===== src/rtl/seven_seg_pkg.sv =====
// Shared constants for the seven-segment decoder/reader pair: segment patterns
// ({g,f,e,d,c,b,a}, a = bit 0, active-high), decoded codes and reader FSM states.
package seven_seg_pkg;

    localparam logic [6:0] SEG_0     = 7'h3F;
    localparam logic [6:0] SEG_1     = 7'h06;
    localparam logic [6:0] SEG_2     = 7'h5B;
    localparam logic [6:0] SEG_3     = 7'h4F;
    localparam logic [6:0] SEG_4     = 7'h66;
    localparam logic [6:0] SEG_5     = 7'h6D;
    localparam logic [6:0] SEG_6     = 7'h7D;
    localparam logic [6:0] SEG_7     = 7'h07;
    localparam logic [6:0] SEG_8     = 7'h7F;
    localparam logic [6:0] SEG_9     = 7'h6F;
    localparam logic [6:0] SEG_ALL   = 7'h7F;
    localparam logic [6:0] SEG_HORIZ = 7'h49;
    localparam logic [6:0] SEG_MID   = 7'h40;
    localparam logic [6:0] SEG_BLANK = 7'h00;

    localparam logic [3:0] CODE_HORIZ   = 4'hA;
    localparam logic [3:0] CODE_MID     = 4'hB;
    localparam logic [3:0] CODE_BLANK   = 4'hE;
    localparam logic [3:0] CODE_UNKNOWN = 4'hF;

    localparam int unsigned CNT_W = 8;

    typedef enum logic [1:0] {
        ST_IDLE,
        ST_SETTLE,
        ST_HOLD
    } rd_state_t;

endpackage


===== src/rtl/seven_seg_pattern_to_code.sv =====
// Combinational lookup from an active-high segment pattern to its 4-bit code;
// patterns outside the table decode to CODE_UNKNOWN.
module seven_seg_pattern_to_code
    import seven_seg_pkg::*;
(
    input  logic [6:0] pattern_i,
    output logic [3:0] code_o
);

    always_comb begin
        code_o = CODE_UNKNOWN;
        case (pattern_i)
            SEG_0:     code_o = 4'h0;
            SEG_1:     code_o = 4'h1;
            SEG_2:     code_o = 4'h2;
            SEG_3:     code_o = 4'h3;
            SEG_4:     code_o = 4'h4;
            SEG_5:     code_o = 4'h5;
            SEG_6:     code_o = 4'h6;
            SEG_7:     code_o = 4'h7;
            SEG_8:     code_o = 4'h8;
            SEG_9:     code_o = 4'h9;
            SEG_HORIZ: code_o = CODE_HORIZ;
            SEG_MID:   code_o = CODE_MID;
            SEG_BLANK: code_o = CODE_BLANK;
            default:   code_o = CODE_UNKNOWN;
        endcase
    end

endmodule


===== src/rtl/seven_seg_reader.sv =====
// Multiplexed seven-segment bus reader: debounces {sel, pattern} and stores the decoded
// code per display position. Define SEVEN_SEG_READER_DP_EN to add dp_in/dp_out.
module seven_seg_reader
    import seven_seg_pkg::*;
#(
    parameter int unsigned NUM_DIGITS    = 4,
    parameter int unsigned STABLE_CYCLES = 4
) (
    input  logic                    clk,
    input  logic                    rst_n,
    input  logic                    ena,
    input  logic [6:0]              seg_in,
    input  logic [NUM_DIGITS-1:0]   sel_in,
    input  logic                    common_cathode,
    input  logic                    clr_err,
`ifdef SEVEN_SEG_READER_DP_EN
    input  logic                    dp_in,
    output logic [NUM_DIGITS-1:0]   dp_out,
`endif
    output logic [4*NUM_DIGITS-1:0] digit_out,
    output logic [NUM_DIGITS-1:0]   digit_valid,
    output logic                    new_pulse,
    output logic                    sel_err
);

`ifdef SEVEN_SEG_READER_DP_EN
    localparam int unsigned KEY_W = NUM_DIGITS + 8;
`else
    localparam int unsigned KEY_W = NUM_DIGITS + 7;
`endif
    localparam logic [CNT_W-1:0] STABLE_L = CNT_W'(STABLE_CYCLES);

    logic [6:0]              seg_s_q;
    logic [NUM_DIGITS-1:0]   sel_s_q;
    logic [KEY_W-1:0]        prev_q;
    rd_state_t               state_q, state_d;
    logic [CNT_W-1:0]        cnt_q, cnt_d;
    logic [4*NUM_DIGITS-1:0] digit_q, digit_d;
    logic [NUM_DIGITS-1:0]   valid_q, valid_d;
    logic                    pulse_q;
    logic                    err_q, err_d;

    logic [6:0]              pat;
    logic [3:0]              code;
    logic [KEY_W-1:0]        key;
    logic                    multi_hot, one_hot, same, commit;

`ifdef SEVEN_SEG_READER_DP_EN
    logic                    dp_s_q;
    logic                    dp_n;
    logic [NUM_DIGITS-1:0]   dpo_q, dpo_d;

    // Polarity is applied after the sample stage so a live common_cathode change
    // shows up as a key change on the very next compare.
    assign dp_n = common_cathode ? dp_s_q : ~dp_s_q;
    assign key  = {sel_s_q, pat, dp_n};
`else
    assign key  = {sel_s_q, pat};
`endif

    assign pat       = common_cathode ? seg_s_q : ~seg_s_q;
    assign multi_hot = |(sel_s_q & (sel_s_q - NUM_DIGITS'(1)));
    assign one_hot   = (sel_s_q != '0) && !multi_hot;
    assign same      = (key == prev_q);

    seven_seg_pattern_to_code u_decode (
        .pattern_i (pat),
        .code_o    (code)
    );

    always_comb begin
        state_d = state_q;
        cnt_d   = cnt_q;
        commit  = 1'b0;
        case (state_q)
            ST_IDLE: begin
                if (one_hot) begin
                    state_d = ST_SETTLE;
                    cnt_d   = CNT_W'(1);
                end
            end
            ST_SETTLE: begin
                if (!one_hot) begin
                    state_d = ST_IDLE;
                    cnt_d   = '0;
                end else if (same) begin
                    cnt_d = (cnt_q == '1) ? cnt_q : cnt_q + CNT_W'(1);
                end else begin
                    cnt_d = CNT_W'(1);
                end
            end
            ST_HOLD: begin
                if (!one_hot) begin
                    state_d = ST_IDLE;
                    cnt_d   = '0;
                end else if (!same) begin
                    state_d = ST_SETTLE;
                    cnt_d   = CNT_W'(1);
                end
            end
            default: begin
                state_d = ST_IDLE;
                cnt_d   = '0;
            end
        endcase
        // Commit on the same edge the count lands on the threshold, so a
        // threshold of 1 commits straight out of IDLE or HOLD.
        if (state_d == ST_SETTLE && cnt_d == STABLE_L) begin
            commit  = 1'b1;
            state_d = ST_HOLD;
        end
    end

    always_comb begin
        digit_d = digit_q;
        valid_d = valid_q;
`ifdef SEVEN_SEG_READER_DP_EN
        dpo_d   = dpo_q;
`endif
        for (int unsigned i = 0; i < NUM_DIGITS; i++) begin
            if (commit && sel_s_q[i]) begin
                digit_d[4*i +: 4] = code;
                valid_d[i]        = 1'b1;
`ifdef SEVEN_SEG_READER_DP_EN
                dpo_d[i]          = dp_n;
`endif
            end
        end
        err_d = err_q;
        if (multi_hot) begin
            err_d = 1'b1;
        end else if (clr_err) begin
            err_d = 1'b0;
        end
    end

    always_ff @(posedge clk) begin
        if (!rst_n) begin
            seg_s_q <= '0;
            sel_s_q <= '0;
            prev_q  <= '0;
            state_q <= ST_IDLE;
            cnt_q   <= '0;
            digit_q <= '0;
            valid_q <= '0;
            pulse_q <= 1'b0;
            err_q   <= 1'b0;
`ifdef SEVEN_SEG_READER_DP_EN
            dp_s_q  <= 1'b0;
            dpo_q   <= '0;
`endif
        end else if (ena) begin
            seg_s_q <= seg_in;
            sel_s_q <= sel_in;
            prev_q  <= key;
            state_q <= state_d;
            cnt_q   <= cnt_d;
            digit_q <= digit_d;
            valid_q <= valid_d;
            pulse_q <= commit;
            err_q   <= err_d;
`ifdef SEVEN_SEG_READER_DP_EN
            dp_s_q  <= dp_in;
            dpo_q   <= dpo_d;
`endif
        end else begin
            pulse_q <= 1'b0;
        end
    end

    assign digit_out   = digit_q;
    assign digit_valid = valid_q;
    assign new_pulse   = pulse_q & ena;
    assign sel_err     = err_q;
`ifdef SEVEN_SEG_READER_DP_EN
    assign dp_out      = dpo_q;
`endif

endmodule


===== config.mk =====
export PLATFORM = sky130hd
export DESIGN_NAME = seven_seg_reader
export DESIGN_NICKNAME = d
export VERILOG_FILES = /design/src/rtl/seven_seg_pkg.sv /design/src/rtl/seven_seg_pattern_to_code.sv /design/src/rtl/seven_seg_reader.sv
export SDC_FILE = /design/constraint.sdc
export NUM_CORES = 1
export LEC_CHECK = 0
export BUFFER_PORTS_ARGS = -buffer_cell sky130_fd_sc_hd__clkbuf_2
export CAP_MARGIN = 20
export CORE_AREA = 2 2 74 83
export CTS_BUF_LIST = sky130_fd_sc_hd__clkbuf_8 sky130_fd_sc_hd__clkbuf_16
export CTS_CLUSTER_DIAMETER = 40
export DETAILED_ROUTE_END_ITERATION = 7
export DIE_AREA = 0 0 76 85
export PLACE_DENSITY = 0.77
export SKIP_LAST_GASP = 1
export SLEW_MARGIN = 20
export SYNTH_ARGS = -nofsm -noshare
export SYNTH_HDL_FRONTEND = slang
export SYNTH_SLANG_ARGS = --single-unit

===== constraint.sdc =====
create_clock -name clk -period 3 [get_ports clk]
set_input_delay 0 -clock clk [delete_from_list [all_inputs] [get_ports clk]]
set_output_delay 0 -clock clk [all_outputs]
set_load 0.02 [all_outputs]

==> results.md, run 1 <==
* Global-route wire length before repair at 12.1 mm
* Clock Tree Buf Depth at 2
* Outcome: completed
* Hold Path Class: in2reg
* CP Launch Point: sel_s_q[1]
* Worst skew pair latency at roughly 0.31 ns
* Compound-Gate Fraction of Synth Area at 13.5%
* Final nets at around 430
* Final hold viol count at 0
* Detailed-route via count at about 2800
* Gate Count Post-Synth at 362
* HP Start: common_cathode
* Die Y at 85 um
* Remaining DRCs at 0
* Wirelength per Cell at 14.6 um
* Pwr Density at 394 nW/um^2
* Post-synth EDFFs at 0
* Post-DP HPWL at 4.92 mm
* Yosys top cell area share at 33.7%
* TritonCTS clock tree: yes
* Yosys reg bits at 54
* Die area at 6460 um^2
* Crit Path Max Fanout at 10
* Worst reg2reg endpoint: digit_out[0]
* Minimum clock period at 2.87 ns
* Critical-path top delay cell: dfxtp_1
* Setup violators final at 0
* XOR/XNOR share of the synthesized area at 4.92%
* Worst path top cell family by delay: simple AND/OR/NAND/NOR gates
* Async set or reset register ratio after synthesis at 0%
* Period utilisation layout at 95.6%
* Synthesized area at ~3200 um^2
* M3 GR Usage at ~3.6%
* CORE AREA at 5620 um^2
* Seq/Total Area, Yosys at 33.7%
* Avg Cell Area, Syn at 8.85 um^2
* Worst Tran Pin Value at 0.839 ns
* Die X at 76 um
* Slew Limit Fails at 0
* Syn Nets at 379
* Vias in the first global route at 2593
* I/O Buffers at 37
* CP cell instances: nor4b_1 -> a211o_2 -> nor3_1 -> o32a_2 -> or2_1 -> nor4_4 -> buf_4 -> mux2i_1
* Clock Skews at 0.00844 ns
* Synth Area in Adders at 0.703%
* CP Data Required Time at about 3.2 ns
* Synth Area in Simple Gates at between 20% and 30%
* Layout area overhead at 13.6%
* Yosys cell types at 62
* GRT met2 Usage at 38.6%
* LEAKAGE at about 0.0014 uW
* Clock transition at path regs at 0.10 ns
* Antenna Nets Post-Route at 0
* Commonest non-fill, non-tap cell in the layout: dfxtp_1
* Most frequent cells in the layout: dfxtp_1, mux2i_1, nand2_1
* Antenna Cells at 0
* WP depth at 8
* Initial Util at 57.0%
* Critical Path End: digit_out[0]
* Setup TNS at 0 ns
* DRT Pass-1 Iters at 4
* Top post-synthesis cells by area: dfxtp_1, mux2i_1, nand2_1
* Gr busiest metal: met2
* Largest net degree at the start of global routing at 35
* Largest family of logic cells by synthesized area: simple AND/OR/NAND/NOR gates
* Mux cell area share after synthesis at 13.4%
* Max-cap violations at 0
* Fmax at between 0.3 and 0.4 GHz
* Setup crit end kind: flop
* Clock sinks at 54
* Largest stage delay, worst path at 0.52 ns
* Kind of critical path: reg2reg
* Via density per instance at 5.73
* M1 GR Usage at around 29%
* Post-synth top flop: dfxtp_1
* H-tree Lvls at 2
* Warnings, synthesis at 0
* DRT iter0 DRCs at 236
* Layout cells sized above 1 at between 20% and 30%
* CP Launch Type: flop
* Total Routing Usage GR at 22.6%
* Max IR drop VDD at 0.000260 V
* Tot Pwr at 1440 uW
* CTS buffer count at 5
* FP Rows at 29
* Reg2Reg Depth at 8
* Initial antenna violation count at 0
* Slew margin rel. at 44.1%
* Reg2reg start: sel_s_q[1]
* Yosys top cell by area: dfxtp_1
* # IOs at 38
* RSZ-0062 raised after global routing: no
* CP bufs+invs at 1
* Clock Tree Root: clkbuf_8
* Internal reg-to-reg setup slack at 0.13 ns
* Routed WL at 7.11 mm
* Routability cong. at between 0.9 and 1
* Worst EP arrival at 3.11 ns
* Gr ovfl total at 0
[sequential cells by signal, summed over array words and instances, names as in the netlist]
register,count
sel_err,1
pulse_q,1
prev_q,11
digit_valid,4
cnt_q,8
state_q,2
digit_out,16
seg_s_q,7
sel_s_q,4
[through the flow]
stage | instances | hold WS [ns] | cell area [um^2] | utilization, % | setup WS [ns]
after CTS | 482 | 0.148 | 3600 | 64.0 | 0.00933
after floorplan | 362 | 0.147 | 3200 | - | 0.531
after detailed placement | 462 | 0.244 | 3390 | 60.3 | 0.227
after global placement | 462 | 0.232 | 3390 | 60.3 | 0.319
after global routing | 486 | 0.190 | 3640 | 64.7 | 0.00133
final | 486 | 0.148 | 3640 | 64.7 | 0.131
[per-layer routing]
metal,vias to the layer above,wire [um]
met5,-,0
li1,1380,-
met3,18,190
met1,1330,3170
met4,0,185
met2,57,3560
[where the power goes]
part / switching [uW] / internal (uW) / total (uW)
sequential: 25.5 / 737 / 763
combinational: 138 / 111 / 249
clock: 254 / 170 / 424
[worst register-to-register path, stage by stage (launching register included)]
cell and delay [ns]:
dfxtp_1 0.52, nor4b_1 0.41, a211o_2 0.28, nor3_1 0.10, o32a_2 0.42, or2_1 0.39
nor4_4 0.29, buf_4 0.19, mux2i_1 0.21
[synth_stat cells (all sizes together) (2+ instances only)]
cell type / n
nand3: 18
nand2b: 9
nor2: 32
and3: 5
dlygate4sd3: 2
o21a: 4
and2: 3
o22ai: 11
or3: 4
nand2: 40
dfxtp: 54
a22oi: 2
xor2: 5
o31ai: 2
clkbuf: 10
nor3b: 2
or2: 4
buf: 15
nor4b: 4
mux2i: 43
xnor2: 13
o21ai: 15
nand3b: 3
a31oi: 2
inv: 7
a21oi: 10
nor3: 6
or4: 3
o32a: 2
o211ai: 2
nand4: 3
nor4: 10
[kinds of logic (layout without fill, tap and decap cells)]
family / after synthesis / after routing
AOI/OAI and AO/OA: 60 / 60
adders and majority gates: 2 / 2
DFF: 54 / 54
xor gates and xnor gates: 18 / 18
buffers and inverters: 35 / 82
muxes: 43 / 43
and+or+nand+nor: 150 / 150
[how the worst min path moves through the flow]
stage	cells after the start	slack [ns]	endpoint
6_report	4	0.15	prev_q[1]
5_1_grt	4	0.19	prev_q[4]
4_1_cts	4	0.15	prev_q[1]
3_5_place_dp	3	0.24	seg_s_q[1]
3_3_place_gp	3	0.23	seg_s_q[5]
2_1_floorplan	2	0.15	seg_s_q[4]
[area by class of cell]
class	count	area, um^2
fillers	481	1980
well taps	77	96.3
multi-input cells	273	1910
clock buffers	5	68.8
clock inverters	3	22.5
repair buffers	66	433
inverters	8	30.0
flip-flops and latches	54	1080
[timing repair]
| action | in CTS | in global routing |
|---|---|---|
| resized for setup | 0 | 2 |
| hold buffers | 12 | 0 |
| buffers inserted | 0 | 4 |
| endpoints found under the setup margin | 0 | 21 |
| endpoints found under the hold margin | 12 | 0 |
Power figures use the tool's default switching activity.
==> inputs of run 2 (changes only) <==
--- a/config.mk
+++ b/config.mk
@@ -12,7 +12,7 @@
 export CTS_CLUSTER_DIAMETER = 40
 export DETAILED_ROUTE_END_ITERATION = 7
 export DIE_AREA = 0 0 76 85
-export PLACE_DENSITY = 0.77
+export PLACE_DENSITY_LB_ADDON = 0.25
 export SKIP_LAST_GASP = 1
 export SLEW_MARGIN = 20
 export SYNTH_ARGS = -nofsm -noshare
==> run 2 against run 1 <==
Largest power group unchanged. Critical path depth increased by 1. Wire length decreased by 3.3%. Clock power increased by 5.7%. Critical path type unchanged. Cell count decreased by 0.41%.
==> results.md, run 2 (synthesis gave the netlist of run 1 again) <==
* Outcome: completed
* M1 GR Usage at 28.5% (-0.32 points)
* Min-Delay Path Depth at 4 (unchanged)
* Tot Pwr at 1460 uW (+1.6%)
* LEAKAGE at 0.00142 uW (-0.66%)
* GRT met2 Usage at 37.9% (-0.65 points)
* Initial Util at 57.0% (unchanged)
* Hold EP: prev_q[1]
* Die area at 6460 um^2 (unchanged)
* Setup violators final at 0 (unchanged)
* Setup TNS at 0 ns (unchanged)
* Worst EP arrival at 3.07 ns (-0.04 ns)
* Kind of critical path: reg2reg
* Clock sinks at 54 (unchanged)
* Internal reg-to-reg setup slack at 0.18 ns (+0.05 ns)
* Hold Path Class: in2reg
* Worst skew pair latency at 0.32 ns (about the same)
* Commonest non-fill, non-tap cell in the layout: dfxtp_1
* # IOs at 38 (unchanged)
* Final hold viol count at 0 (unchanged)
* Total Routing Usage GR at 21.8% (-0.89 points)
* M3 GR Usage at 2.66% (-0.96 points)
* Layout cells sized above 1 at 20.1% (-0.63 points)
* Initial antenna violation count at 0 (unchanged)
* Wirelength per Cell at 14.2 um (-2.9%)
* Worst Tran Pin Value at 0.598 ns (-0.241 ns)
* Max-cap violations at 0 (unchanged)
* Remaining DRCs at 0 (unchanged)
* Clock Tree Root: clkbuf_8
* Clock Tree Buf Depth at 2 (unchanged)
* Post-route insts no fill at 484 (-0.41%)
* Gr busiest metal: met2
* CORE AREA at 5620 um^2 (unchanged)
* Gr ovfl total at 0 (unchanged)
* Via density per instance at 5.68 (-0.96%)
* Largest net degree at the start of global routing at 34 (-2.9%)
* Slew Limit Fails at 0 (unchanged)
* Routed WL at 6.88 mm (-3.3%)
* Final nets at 423 (-0.47%)
* CP Data Required Time at 3.25 ns (about the same)
* Reg2reg start: sel_s_q[2]
* Slew margin rel. at 60.2% (+16 points)
* Layout area overhead at 13.1%
* I/O Buffers at 37 (unchanged)
* TritonCTS clock tree: yes
* CTS buffer count at 5 (unchanged)
* Detailed-route via count at 2747 (-1.4%)
* Clock Skews at 0.00988 ns (+0.00144 ns)
* DRT iter0 DRCs at 182 (-23%)
* Most frequent cells in the layout: dfxtp_1, mux2i_1, nand2_1
* Die X at 76 um (unchanged)
* Period utilisation layout at 93.9% (-1.7 points)
* Pwr Density at 402 nW/um^2 (+2.0%)
* Worst reg2reg endpoint: digit_out[15]
* DRT Pass-1 Iters at 5 (+1)
* Global-route wire length before repair at 11.6 mm (-3.6%)
* Antenna Cells at 0 (unchanged)
* CP Launch Type: flop
* Die Y at 85 um (unchanged)
* Antenna Nets Post-Route at 0 (unchanged)
* Fmax at 0.355 GHz (+1.8%)
* Routability cong. at 0.908 (+0.40%)
* Post-DP HPWL at 4.85 mm (-1.4%)
* Crit Path Max Fanout at 10 (unchanged)
* Minimum clock period at 2.82 ns (-0.0508 ns)
* Vias in the first global route at 2453 (-5.4%)
* Clock transition at path regs at 0.11 ns (about the same)
* HP Start: common_cathode
* Max IR drop VDD at 0.000271 V (+4.2%)
* Reg2Reg Depth at 9 (+1)
* FP Rows at 29 (unchanged)
* Placed Cells at 461 (-0.22%)
* RSZ-0062 raised after global routing: no
* Max FFs per register at 16 (unchanged)
* H-tree Lvls at 2 (unchanged)
* Setup crit end kind: flop
[run 2: changes by cell type in the layout (fill, tap and decap cells not counted), sizes merged]
cell,change
buf,-2
[run 2: worst max-delay path, stage by stage (launching register included)]
cell and delay, ns:
dfxtp_1 0.56, nor4b_1 0.10, a211o_2 0.41, nand3b_2 0.12, nor3_2 0.06, o32a_2 0.39
or2_1 0.39, nor4_4 0.31, buf_4 0.20, mux2i_1 0.21
[run 2: final cells by class]
| class | instances | area [um^2] |
|---|---|---|
| Multi-Input combinational cell | 273 | 1900 |
| Fill cell | 476 | 2000 |
| Sequential cell | 54 | 1080 |
| Inverter | 8 | 30.0 |
| Clock buffer | 5 | 68.8 |
| Clock inverter | 3 | 28.8 |
| Timing Repair Buffer | 64 | 418 |
| Tap cell | 77 | 96.3 |
[run 2: how the worst max path moves through the flow]
stage | from | endpoint | slack [ns] | depth (start not counted)
2_1_floorplan | sel_s_q[2] | digit_out[11] | 0.53 | 11
3_3_place_gp | sel_s_q[1] | digit_out[13] | 0.13 | 7
3_5_place_dp | sel_s_q[1] | digit_out[15] | 0.02 | 7
4_1_cts | sel_s_q[1] | digit_out[15] | 0.008 | 7
5_1_grt | seg_s_q[6] | digit_valid[3] | 0.03 | 11
6_report | sel_s_q[2] | digit_out[15] | 0.18 | 9
[run 2: repair_timing]
action,in CTS,in global routing
hold buffers,12,0
endpoints found under the setup margin,0,16
endpoints found under the hold margin,12,0
gates resized for setup,0,1
buffers inserted,0,3
[run 2: per-stage QoR]
stage	setup WS, ns	utilization (%)	hold slack [ns]	instance area [um^2]
final	0.182	64.4	0.141	3620
after global placement	0.127	60.2	0.237	3380
after CTS	0.00848	64.0	0.138	3600
after floorplan	0.531	-	0.147	3200
after global routing	0.0309	64.4	0.204	3620
after detailed placement	0.0188	60.2	0.242	3380
[run 2: layer usage]
| metal | routed length (um) | vias to the layer above |
|---|---|---|
| met5 | 0 | - |
| met4 | 93 | 0 |
| met3 | 229 | 11 |
| met2 | 3430 | 59 |
| met1 | 3120 | 1293 |
| li1 | - | 1384 |
[run 2: power by group]
part           leakage [uW]  internal [uW]  switching [uW]  total, uW
clock             0.0000506            175             273        448
sequential         0.000439            737            26.1        763
combinational      0.000931            110             136        246
==> inputs of run 3 (changes only) <==
--- a/config.mk
+++ b/config.mk
@@ -5,13 +5,14 @@
 export SDC_FILE = /design/constraint.sdc
 export NUM_CORES = 1
 export LEC_CHECK = 0
+export ABC_AREA = 1
 export BUFFER_PORTS_ARGS = -buffer_cell sky130_fd_sc_hd__clkbuf_2
 export CAP_MARGIN = 20
-export CORE_AREA = 2 2 74 83
+export CORE_AREA = 2 2 76 85
 export CTS_BUF_LIST = sky130_fd_sc_hd__clkbuf_8 sky130_fd_sc_hd__clkbuf_16
 export CTS_CLUSTER_DIAMETER = 40
 export DETAILED_ROUTE_END_ITERATION = 7
-export DIE_AREA = 0 0 76 85
+export DIE_AREA = 0 0 78 87
 export PLACE_DENSITY_LB_ADDON = 0.25
 export SKIP_LAST_GASP = 1
 export SLEW_MARGIN = 20
==> run 3 against run 2 <==
Hold slack worse by 0.045 ns. Via count up 18%. Critical path depth up 4. Fmax up 21%. Critical path type unchanged. Clock power about the same. Sequential share of layout area fell by 1.7 points. Synthesized cell count is 41% higher. Largest power group unchanged. Area after synthesis grew 5.5%.
==> results.md, run 3 <==
* Avg Cell Area, Syn at 6.60 um^2 (-25%)
* Most common cell in the synthesized netlist: nand2_1
* H-tree Lvls at 2 (unchanged)
* Post-synth EDFFs at 0 (unchanged)
* Seq/Total Area, Yosys at 32.0% (-1.8 points)
* # IOs at 38 (unchanged)
* Yosys top cell area share at 32.0% (-1.8 points)
* Syn Nets at 529 (+40%)
* Worst EP arrival at 2.52 ns (-0.55 ns)
* Clock power frac at 28.8% (-1.9 points)
* Final hold viol count at 0 (unchanged)
* Yosys reg bits at 54 (unchanged)
* Top post-synthesis cells by area: dfxtp_1, nand2_1, inv_1
* Detailed-route via count at 3229 (+18%)
* Logic pwr share at 21.9% (+5.0 points)
* CP cell instances: ha_1 -> nand3_1 -> inv_2 -> nand3_4 -> nand2_1 -> xor2_1 -> nor2_2 -> a21oi_2 -> nand2_2 -> nor2_8 -> nand2_1 -> nand3_1 -> o21ai_1
* Final core occ at 63.9% (-0.55 points)
* Commonest non-fill, non-tap cell in the layout: nand2_1
* Via density per instance at 5.05 (-11%)
* Global-route wire length before repair at 13.4 mm (+15%)
* Internal Power at 1020 uW (+0.12%)
* Layout cells sized above 1 at 19.3% (-0.86 points)
* CP bufs+invs at 1 (unchanged)
* Post-DP HPWL at 5.75 mm (+19%)
* Slew Limit Fails at 0 (unchanged)
* Async set or reset register ratio after synthesis at 0% (unchanged)
* Largest family of logic cells by synthesized area: simple AND/OR/NAND/NOR gates
* Min-Delay Path Depth at 2 (-2)
* Setup violators final at 0 (unchanged)
* Die X at 78 um (+2.6%)
* Largest net degree at the start of global routing at 29 (-15%)
* FP Rows at 30 (+3.4%)
* XOR/XNOR share of the synthesized area at 0.777% (-4.1 points)
* DRT iter0 DRCs at 147 (-19%)
* Largest stage delay, worst path at 0.42 ns (-0.14 ns)
* Antenna Cells at 0 (unchanged)
* RSZ-0062 raised after global routing: no
* Outcome: completed
* Synth cell count leaders: nand2_1, inv_1, dfxtp_1, nand3_1, nor2_1
* Max-cap violations at 0 (unchanged)
* Mux cell area share after synthesis at 0% (-13 points)
* Critical-path top delay cell: dfxtp_1
* LEAKAGE at 0.00184 uW (+30%)
* Clock Tree Buf Depth at 2 (unchanged)
* CORE AREA at 6010 um^2 (+6.8%)
* Die area at 6790 um^2 (+5.0%)
* CTS buffer count at 5 (unchanged)
* Slew margin rel. at 64.9% (+4.7 points)
* Minimum clock period at 2.33 ns (-0.492 ns)
* Routability cong. at 0.884 (-2.7%)
* Clock sinks at 54 (unchanged)
* Pwr Density at 403 nW/um^2 (+0.32%)
* Clock Skews at 0.0117 ns (+0.00185 ns)
* Cts repair resizes at 0 (unchanged)
* CP Data Required Time at 3.20 ns (-0.05 ns)
* Gr ovfl total at 0 (unchanged)
* Hold Path Class: in2reg
* Post-CTS Setup Bufs at 0 (unchanged)
* Die Y at 87 um (+2.4%)
* Worst Tran Pin Value at 0.527 ns (-0.0703 ns)
* Synthesized area at 3380 um^2 (+5.5%)
* Fmax at 0.430 GHz (+21%)
* Total Routing Usage GR at 24.4% (+2.6 points)
* Switch Pwr at 524 uW (+21%)
* TritonCTS clock tree: yes
* Vias in the first global route at 3139 (+28%)
* Setup TNS at 0 ns (unchanged)
* Crit Path Max Fanout at 6 (-4)
* I/O Buffers at 37 (unchanged)
* Max FFs per register at 16 (unchanged)
* Synth Area in Adders at 0.370% (-0.33 points)
* Gate Count Post-Synth at 512 (+41%)
* Wirelength per Cell at 12.1 um (-15%)
* Compound-Gate Fraction of Synth Area at 8.85% (-4.7 points)
* Antenna Nets Post-Route at 0 (unchanged)
* Sequential share of power at 49.3% (-3.1 points)
* Period utilisation layout at 77.5% (-16 points)
* Synth Area in Simple Gates at 44.6% (+18 points)
* DRT Pass-1 Iters at 4 (-1)
* Clock transition at path regs at 0.12 ns (about the same)
* Final nets at 576 (+36%)
* WP depth at 13 (+4)
* Worst path top cell family by delay: simple AND/OR/NAND/NOR gates
* Yosys cell types at 31 (-50%)
* Most frequent cells in the layout: nand2_1, inv_1, dfxtp_1
* Reg2Reg Depth at 13 (+4)
* CP Launch Type: flop
* Kind of critical path: reg2reg
* Setup crit end kind: flop
* Post-synth top flop: dfxtp_1
* Clock Tree Root: clkbuf_8
* Remaining DRCs at 0 (unchanged)
* Layout area overhead at 13.5%
* Initial Util at 56.3% (-0.68 points)
* Max IR drop VDD at 0.000301 V (+11%)
* Worst skew pair latency at 0.32 ns (about the same)
* Sw frac at 33.8% (+4.0 points)
* Warnings, synthesis at 0 (unchanged)
* CTS Hold Bufs at 12 (unchanged)
* Initial antenna violation count at 0 (unchanged)
* Yosys top cell by area: dfxtp_1
* Routed WL at 7.73 mm (+12%)
run 3: path summary, 6_finish.rpt:
path,startpoint,endpoint,slack (ns)
setup / recovery,cnt_q[1],state_q[0],0.67
hold / removal,ena,cnt_q[2],0.1
setup reg to reg,cnt_q[1],state_q[0],0.67
hold reg to reg,digit_valid[3],digit_valid[3],0.46
run 3: logic make-up after synthesis:
kind of cell             Yosys count
buffers and inverters            113
flip-flops                        54
XOR/XNOR                           3
AND/OR/NAND/NOR                  287
AO/OA/AOI/OAI                     54
adder cells (fa/ha/maj)            1
run 3: metrics by stage:
step / setup WS [ns] / power, uW / hold WS (ns) / std cells / cell area, um^2
after floorplan: 1.05 / 1030 / 0.113 / 512 / 3380
after global placement: 0.738 / 1090 / 0.199 / 620 / 3620
after detailed placement: 0.676 / 1100 / 0.208 / 620 / 3620
after CTS: 0.662 / 1550 / 0.0880 / 640 / 3840
after global routing: 0.376 / 1620 / 0.112 / 640 / 3840
final: 0.674 / 1550 / 0.0963 / 640 / 3840
run 3: power by group through the flow:
stage	Clock, uW	Sequential [uW]	Combinational [uW]
global route	479	766	376
floorplan	0	776	257
detailed placement	0	779	323
global placement	0	777	317
CTS	455	762	337
finish	446	763	339
run 3: metal layers:
| metal | global-route usage (%) | up-vias | wire, um |
|---|---|---|---|
| met5 | 0 | - | 0 |
| met2 | 45.1 | 85 | 3880 |
| li1 | - | 1682 | - |
| met3 | 3.53 | 11 | 291 |
| met4 | 9.41 | 0 | 129 |
| met1 | 28.4 | 1451 | 3430 |
run 3: cell type report:
class | count | area [um^2]
inverters | 103 | 399
repair buffers | 50 | 313
multi-input cells | 345 | 1850
well taps | 80 | 100
clock inverters | 3 | 28.8
clock buffers | 5 | 68.8
fillers | 546 | 2170
flip-flops and latches | 54 | 1080
